<file path="src/rtl/dm_cache_ctrl_pkg.sv">
// Shared geometry, field widths and FSM encoding for the direct-mapped cache controller.
package dm_cache_ctrl_pkg;
    localparam int LINES   = 32;
    localparam int WORDS   = 4;
    localparam int MEM_LAT = 2;
    localparam int DATA_W  = 16;
    localparam int ADDR_W  = 16;
    localparam int INDEX_W = $clog2(LINES);
    localparam int WORD_W  = $clog2(WORDS);
    localparam int TAG_W   = ADDR_W - INDEX_W - WORD_W - 1;

    typedef enum logic [1:0] {
        IDLE   = 2'd0,
        WB     = 2'd1,
        FILL   = 2'd2,
        COMMIT = 2'd3
    } state_t;

    function automatic logic [ADDR_W-1:0] word_addr(input logic [TAG_W-1:0]   tag,
                                                    input logic [INDEX_W-1:0] idx,
                                                    input logic [WORD_W-1:0]  wrd);
        return {tag, idx, wrd, 1'b0};
    endfunction
endpackage

</file>
<file path="src/rtl/dm_cache_ctrl_cache_array.sv">
// Tag/valid/dirty/data storage: asynchronous read, synchronous write, valid/dirty cleared by rst.
module dm_cache_ctrl_cache_array
    import dm_cache_ctrl_pkg::*;
(
    input  logic               clk,
    input  logic               rst,
    input  logic [INDEX_W-1:0] index,
    input  logic [WORD_W-1:0]  rd_word,
    output logic [TAG_W-1:0]   rd_tag,
    output logic               rd_valid,
    output logic               rd_dirty,
    output logic [DATA_W-1:0]  rd_data,
    input  logic               we_data,
    input  logic [WORD_W-1:0]  wr_word,
    input  logic [DATA_W-1:0]  wr_data,
    input  logic               set_dirty,
    input  logic               we_tag,
    input  logic [TAG_W-1:0]   wr_tag
);
    logic [TAG_W-1:0]  tags  [LINES];
    logic [DATA_W-1:0] words [LINES][WORDS];
    logic [LINES-1:0]  valid;
    logic [LINES-1:0]  dirty;

    assign rd_tag   = tags[index];
    assign rd_valid = valid[index];
    assign rd_dirty = dirty[index];
    assign rd_data  = words[index][rd_word];

    // A tag write marks a freshly filled, clean line.
    always_ff @(posedge clk or posedge rst) begin
        if (rst) begin
            valid <= '0;
            dirty <= '0;
        end else begin
            if (we_tag) begin
                valid[index] <= 1'b1;
                dirty[index] <= 1'b0;
            end else if (set_dirty) begin
                dirty[index] <= 1'b1;
            end
        end
    end

    always_ff @(posedge clk) begin
        if (we_tag) begin
            tags[index] <= wr_tag;
        end
        if (we_data) begin
            words[index][wr_word] <= wr_data;
        end
    end
endmodule

</file>
<file path="src/rtl/dm_cache_ctrl.sv">
// Direct-mapped write-back/write-allocate cache controller; hits complete in the request
// cycle, misses stall the requester while lines are written back and refilled.
module dm_cache_ctrl
    import dm_cache_ctrl_pkg::*;
(
    input  logic        clk,
    input  logic        rst,
    input  logic [15:0] Addr,
    input  logic [15:0] DataIn,
    input  logic        Rd,
    input  logic        Wr,
    input  logic        createdump,
    output logic [15:0] DataOut,
    output logic        Done,
    output logic        Stall,
    output logic        CacheHit,
    output logic        err,
    output logic [15:0] mem_addr,
    output logic        mem_rd,
    output logic        mem_wr,
    output logic [15:0] mem_wdata,
    input  logic [15:0] mem_rdata,
    output logic        mem_createdump
);
    state_t state;
    state_t state_nxt;
    logic [2:0] cnt;
    logic [2:0] cnt_nxt;
    logic [MEM_LAT-1:0]             ret_vld;
    logic [MEM_LAT-1:0][WORD_W-1:0] ret_word;

    logic [15:1] req_addr;
    logic [15:0] req_data;
    logic        req_rd;
    logic        latch_req;

    logic [TAG_W-1:0]   cur_tag;
    logic [INDEX_W-1:0] cur_index;
    logic [WORD_W-1:0]  cur_word;
    logic [WORD_W-1:0]  arr_word;
    logic [TAG_W-1:0]   arr_tag;
    logic               arr_valid;
    logic               arr_dirty;
    logic [15:0]        arr_rdata;
    logic               we_data;
    logic               set_dirty;
    logic               we_tag;
    logic [WORD_W-1:0]  wr_word;
    logic [15:0]        wr_data;
    logic               hit;
    logic               bad;
    logic               ret_now;

    // Outside IDLE the request fields come from the latch, never from the live inputs.
    assign cur_tag   = (state == IDLE) ? Addr[15:8] : req_addr[15:8];
    assign cur_index = (state == IDLE) ? Addr[7:3]  : req_addr[7:3];
    assign cur_word  = (state == IDLE) ? Addr[2:1]  : req_addr[2:1];
    assign arr_word  = (state == WB) ? cnt[WORD_W-1:0] : cur_word;
    assign hit       = arr_valid && (arr_tag == cur_tag);
    assign bad       = (Addr[0] && (Rd || Wr)) || (Rd && Wr);
    assign ret_now   = ret_vld[MEM_LAT-1];

    assign mem_createdump = createdump;

    dm_cache_ctrl_cache_array u_array (
        .clk       (clk),
        .rst       (rst),
        .index     (cur_index),
        .rd_word   (arr_word),
        .rd_tag    (arr_tag),
        .rd_valid  (arr_valid),
        .rd_dirty  (arr_dirty),
        .rd_data   (arr_rdata),
        .we_data   (we_data),
        .wr_word   (wr_word),
        .wr_data   (wr_data),
        .set_dirty (set_dirty),
        .we_tag    (we_tag),
        .wr_tag    (cur_tag)
    );

    always_comb begin
        state_nxt = state;
        cnt_nxt   = cnt;
        latch_req = 1'b0;
        Done      = 1'b0;
        Stall     = 1'b0;
        CacheHit  = 1'b0;
        err       = 1'b0;
        DataOut   = '0;
        mem_rd    = 1'b0;
        mem_wr    = 1'b0;
        mem_addr  = '0;
        mem_wdata = '0;
        we_data   = 1'b0;
        set_dirty = 1'b0;
        we_tag    = 1'b0;
        wr_word   = cur_word;
        wr_data   = (state == IDLE) ? DataIn : req_data;
        case (state)
            IDLE: begin
                if (Rd || Wr) begin
                    if (bad) begin
                        err  = 1'b1;
                        Done = 1'b1;
                    end else if (hit) begin
                        Done     = 1'b1;
                        CacheHit = 1'b1;
                        if (Rd) begin
                            DataOut = arr_rdata;
                        end else begin
                            we_data   = 1'b1;
                            set_dirty = 1'b1;
                        end
                    end else begin
                        Stall     = 1'b1;
                        latch_req = 1'b1;
                        cnt_nxt   = '0;
                        state_nxt = (arr_valid && arr_dirty) ? WB : FILL;
                    end
                end
            end
            WB: begin
                // Tag is still the victim's until the refill completes.
                Stall     = 1'b1;
                mem_wr    = 1'b1;
                mem_addr  = word_addr(arr_tag, cur_index, cnt[WORD_W-1:0]);
                mem_wdata = arr_rdata;
                if (cnt[WORD_W-1:0] == 2'd3) begin
                    cnt_nxt   = '0;
                    state_nxt = FILL;
                end else begin
                    cnt_nxt = cnt + 3'd1;
                end
            end
            FILL: begin
                Stall = 1'b1;
                if (!cnt[2]) begin
                    mem_rd   = 1'b1;
                    mem_addr = word_addr(cur_tag, cur_index, cnt[WORD_W-1:0]);
                    cnt_nxt  = cnt + 3'd1;
                end
                if (ret_now) begin
                    we_data = 1'b1;
                    wr_word = ret_word[MEM_LAT-1];
                    wr_data = mem_rdata;
                    if (ret_word[MEM_LAT-1] == 2'd3) begin
                        we_tag    = 1'b1;
                        state_nxt = COMMIT;
                    end
                end
            end
            COMMIT: begin
                Done      = 1'b1;
                state_nxt = IDLE;
                if (req_rd) begin
                    DataOut = arr_rdata;
                end else begin
                    we_data   = 1'b1;
                    set_dirty = 1'b1;
                end
            end
            default: state_nxt = IDLE;
        endcase
    end

    // Clearing ret_vld on reset drops any reads still in flight in main memory.
    always_ff @(posedge clk or posedge rst) begin
        if (rst) begin
            state   <= IDLE;
            cnt     <= '0;
            ret_vld <= '0;
        end else begin
            state   <= state_nxt;
            cnt     <= cnt_nxt;
            ret_vld <= {ret_vld[MEM_LAT-2:0], mem_rd};
        end
    end

    always_ff @(posedge clk) begin
        ret_word <= {ret_word[MEM_LAT-2:0], cnt[WORD_W-1:0]};
        if (latch_req) begin
            req_addr <= Addr[15:1];
            req_data <= DataIn;
            req_rd   <= Rd;
        end
    end
endmodule

</file>
<file path="config.mk">
export PLATFORM = sky130hd
export DESIGN_NAME = dm_cache_ctrl
export DESIGN_NICKNAME = d
export VERILOG_FILES = /design/src/rtl/dm_cache_ctrl_pkg.sv /design/src/rtl/dm_cache_ctrl_cache_array.sv /design/src/rtl/dm_cache_ctrl.sv
export SDC_FILE = /design/constraint.sdc
export NUM_CORES = 2
export LEC_CHECK = 0
export BUFFER_PORTS_ARGS = -buffer_cell sky130_fd_sc_hd__buf_2
export CAP_MARGIN = 20
export CORE_MARGIN = 8
export CORE_UTILIZATION = 26
export DETAILED_ROUTE_END_ITERATION = 16
export PLACE_DENSITY_LB_ADDON = 0.05
export RECOVER_POWER = 50
export SKIP_LAST_GASP = 1
export SLEW_MARGIN = 30
export SYNTH_ARGS = -nofsm -noshare
export SYNTH_HDL_FRONTEND = slang
export SYNTH_SLANG_ARGS = --single-unit
export TNS_END_PERCENT = 10
</file>
<file path="constraint.sdc">
create_clock -name clk -period 10.12 [get_ports clk]
set_clock_uncertainty 0.2 [all_clocks]
set_input_delay 2.024 -clock clk [delete_from_list [all_inputs] [get_ports clk]]
set_output_delay 2.024 -clock clk [all_outputs]
set_load 0.03 [all_outputs]
</file>
==> flow_summary.json <==
{
  "worst_slew_pin_slew_ns": 7.83,
  "cts_tree": "yes",
  "max_cap_viol_count": 33,
  "viasPerCell": 4.85,
  "ctsLongestPathBuffers": 4,
  "synth_top_area_share_pct": 72.0,
  "synth.avg_cell_area_um2": 12.8,
  "synth_edf_count": 2336,
  "yosys_warnings": 0,
  "layout_setup_ws_ns": 0.606,
  "crit_path_end_kind": "primary output",
  "portBuffers": 104,
  "drt-total-wl_mm": 377,
  "p_per_area_nw_per_um2": 181,
  "fp.dieW_um": 628,
  "mappedNetlistArea_um2": 97400,
  "busiest_layer": "met2",
  "clock_latency_ns": 0.91,
  "die_area_um2": 394000,
  "hold_viol_final": 0,
  "p_leak_nw": 38.9,
  "max_freq_ghz": 0.105,
  "initial_core_util_pct": 26.1,
  "ios": 108,
  "drtIter0Drc": 4969,
  "ctsRootBufferMaster": "clkbuf_16",
  "fin_nets": 7898,
  "synth_ff_type": "edfxtp_1",
  "syn_to_final_growth_pct": 18.0,
  "hpwl_mm": 215,
  "finalSetupViolCount": 0,
  "grt_max_degree": 129,
  "post-route-min-period_ns": 9.51,
  "crit_chain": "clkbuf_1, mux2_8, buf_4, nand2_1, a32oi_1, o22ai_1, nor4_1, buf_4, xor2_1, a2111oi_1, nand4_1, buf_4, a21oi_1, buf_4, nor2b_1, buf_2",
  "cts_resized": 0,
  "cts_sinks": 2411,
  "synth_area_leaders": "edfxtp_1, nand2_1, nand3_1",
  "place_ws_ns": 0.733,
  "core_um2": 373000,
  "clk_pin_slew_ns": 0.06,
  "violations": "capacitance limit, slew limit",
  "synth.distinct_cells": 74,
  "met3_usage_pct": 2.25,
  "holdBufCountCts": 0,
  "vias": 63300,
  "async_flop_share_pct": 2.94,
  "filler_cell_count": 37500,
  "hp-class": "reg -> reg",
  "grt_pass1_wl_mm": 524,
  "grt_util_met2_pct": 29.9,
  "grtUsageTotal_pct": 18.4,
  "final_max_slew_viol_count": 2170,
  "ir_drop_v": 0.000114,
  "row_count": 224,
  "drive_gt1_share_pct": 12.7,
  "netlist_instances": 7588,
  "cp.arrival_ns": 7.29,
  "max-slew-margin-rel_pct": -422,
  "htreeDepth": 5,
  "post-route-drc-count": 0,
  "fp.dieH_um": 628,
  "dr.pass1.iters": 7,
  "cp_top_family": "buffers and inverters",
  "cpMaxStageDelayCell": "nor4_1",
  "drtAntennaViolNets": 0,
  "status": "finished with violations",
  "syn_nets": 7648,
  "layout_commonest_cell": "edfxtp_1",
  "start_kind": "primary input",
  "gp_congestion": 0.754,
  "overflow": 0,
  "cts_setup_buffers": 0,
  "wire_per_inst_um": 28.9,
  "tns_ns": 0,
  "numCtsBuffers": 295,
  "mostFrequentLayoutCells": "edfxtp_1, nand2_1, nand3_1",
  "yosysSeqAreaShare_pct": 73.9,
  "rsz0062_at_grt": "no",
  "slowest_delay_ns": 0.81,
  "period_share_pct": 94.0,
  "cp_num_buf_inv": 6,
  "first_global_vias": 62500,
  "cpMostUsedCell": "buf_4",
  "path_class": "in -> out",
  "ys_seq_elements": 2411,
  "worst_ep_required_time_ns": 7.90,
  "grt_antenna_before_repair": 26,
  "yosys.area.top_type": "edfxtp_1",
  "critPathMaxFanout": 78,
  "use_met1_pct": 26.4
}
[metrics by stage]
step | cell area [um2] | std cells | hold WS (ns) | total power [mW] | utilization, %
3_3_place_gp | 106000 | 12500 | 0.113 | 11.0 | 28.5
2_1_floorplan | 97400 | 7588 | 0.110 | 11.0 | -
6_report | 115000 | 13100 | 0.128 | 20.8 | 30.8
3_5_place_dp | 106000 | 12500 | 0.114 | 11.0 | 28.5
5_1_grt | 115000 | 13000 | 0.129 | 21.5 | 30.8
4_1_cts | 115000 | 13000 | 0.127 | 21.1 | 30.9
[synth_stat cells, types with 39 or more instances]
library cell,instances
clkbuf_1,186
nor2_1,93
buf_2,214
or2_2,39
a31oi_1,142
mux2i_1,111
a21oi_1,420
nor3_1,104
nand3_1,790
o21ai_0,77
buf_1,93
nand2_1,2211
dfrtp_1,71
or4_1,55
nor4_1,98
and3_1,141
edfxtp_1,2336
[state kept, by name (all words and copies together), names as in the netlist, named ones only]
name           count
req_rd             1
state              2
u_array.tags     256
req_data          16
req_addr          15
u_array.valid     32
u_array.words   2048
cnt                3
ret_vld            2
ret_word           4
[report_power, final]
| group | leakage (nW) | total [mW] | switching (mW) | internal [mW] |
|---|---|---|---|---|
| clock | 4.33 | 9.99 | 4.29 | 5.70 |
| sequential | 22.0 | 10.8 | 0 | 10.8 |
| combinational | 12.6 | 0.0257 | 0.0183 | 0.00740 |
[worst paths after layout]
path,from,to,slack (ns),depth (start not counted)
max reg2reg,state[0]$_DFFE_PP0P_,u_array.words[0][26]$_DFFE_PP_,0.96,6
min in group asynchronous,rst,u_array.valid[21]$_DFFE_PP0P_,1.39,2
max in group asynchronous,rst,u_array.valid[29]$_DFFE_PP0P_,5.20,3
max,Addr[4],DataOut[4],0.61,16
min reg2reg,ret_word[1]$_DFF_P_,ret_word[3]$_DFF_P_,0.13,0
min,ret_word[1]$_DFF_P_,ret_word[3]$_DFF_P_,0.13,0
[per-layer routing]
layer,share of wire [%],vias up
met5,0.0045,-
met4,2.2,4
met3,4.4,396
met2,46,1455
met1,47,33100
li1,-,28400
[cells by family after synthesis]
| logic type | after synthesis | share of synthesized area, % |
|---|---|---|
| and+or+nand+nor | 3640 | 16.6 |
| adders and majority gates | 7 | 0.0899 |
| muxes | 137 | 1.60 |
| DFF | 2411 | 73.9 |
| AOI/OAI and AO/OA | 843 | 5.14 |
| other | 1 | 0.00385 |
| xor gates and xnor gates | 7 | 0.0629 |
| buffers and inverters | 542 | 2.55 |
[final cells by class]
type	instances	area, um2	share of cell area, %
clock buffer	389	7910	6.88
clock inverter	138	948	0.825
inverter	11	42.5	0.0370
antenna	16	40.0	0.0348
tap	4972	6220	5.41
multi-input combinational	4635	24000	20.9
sequential	2411	72000	62.6
timing repair buffer	484	3800	3.31
Power figures use the tool's default switching activity.
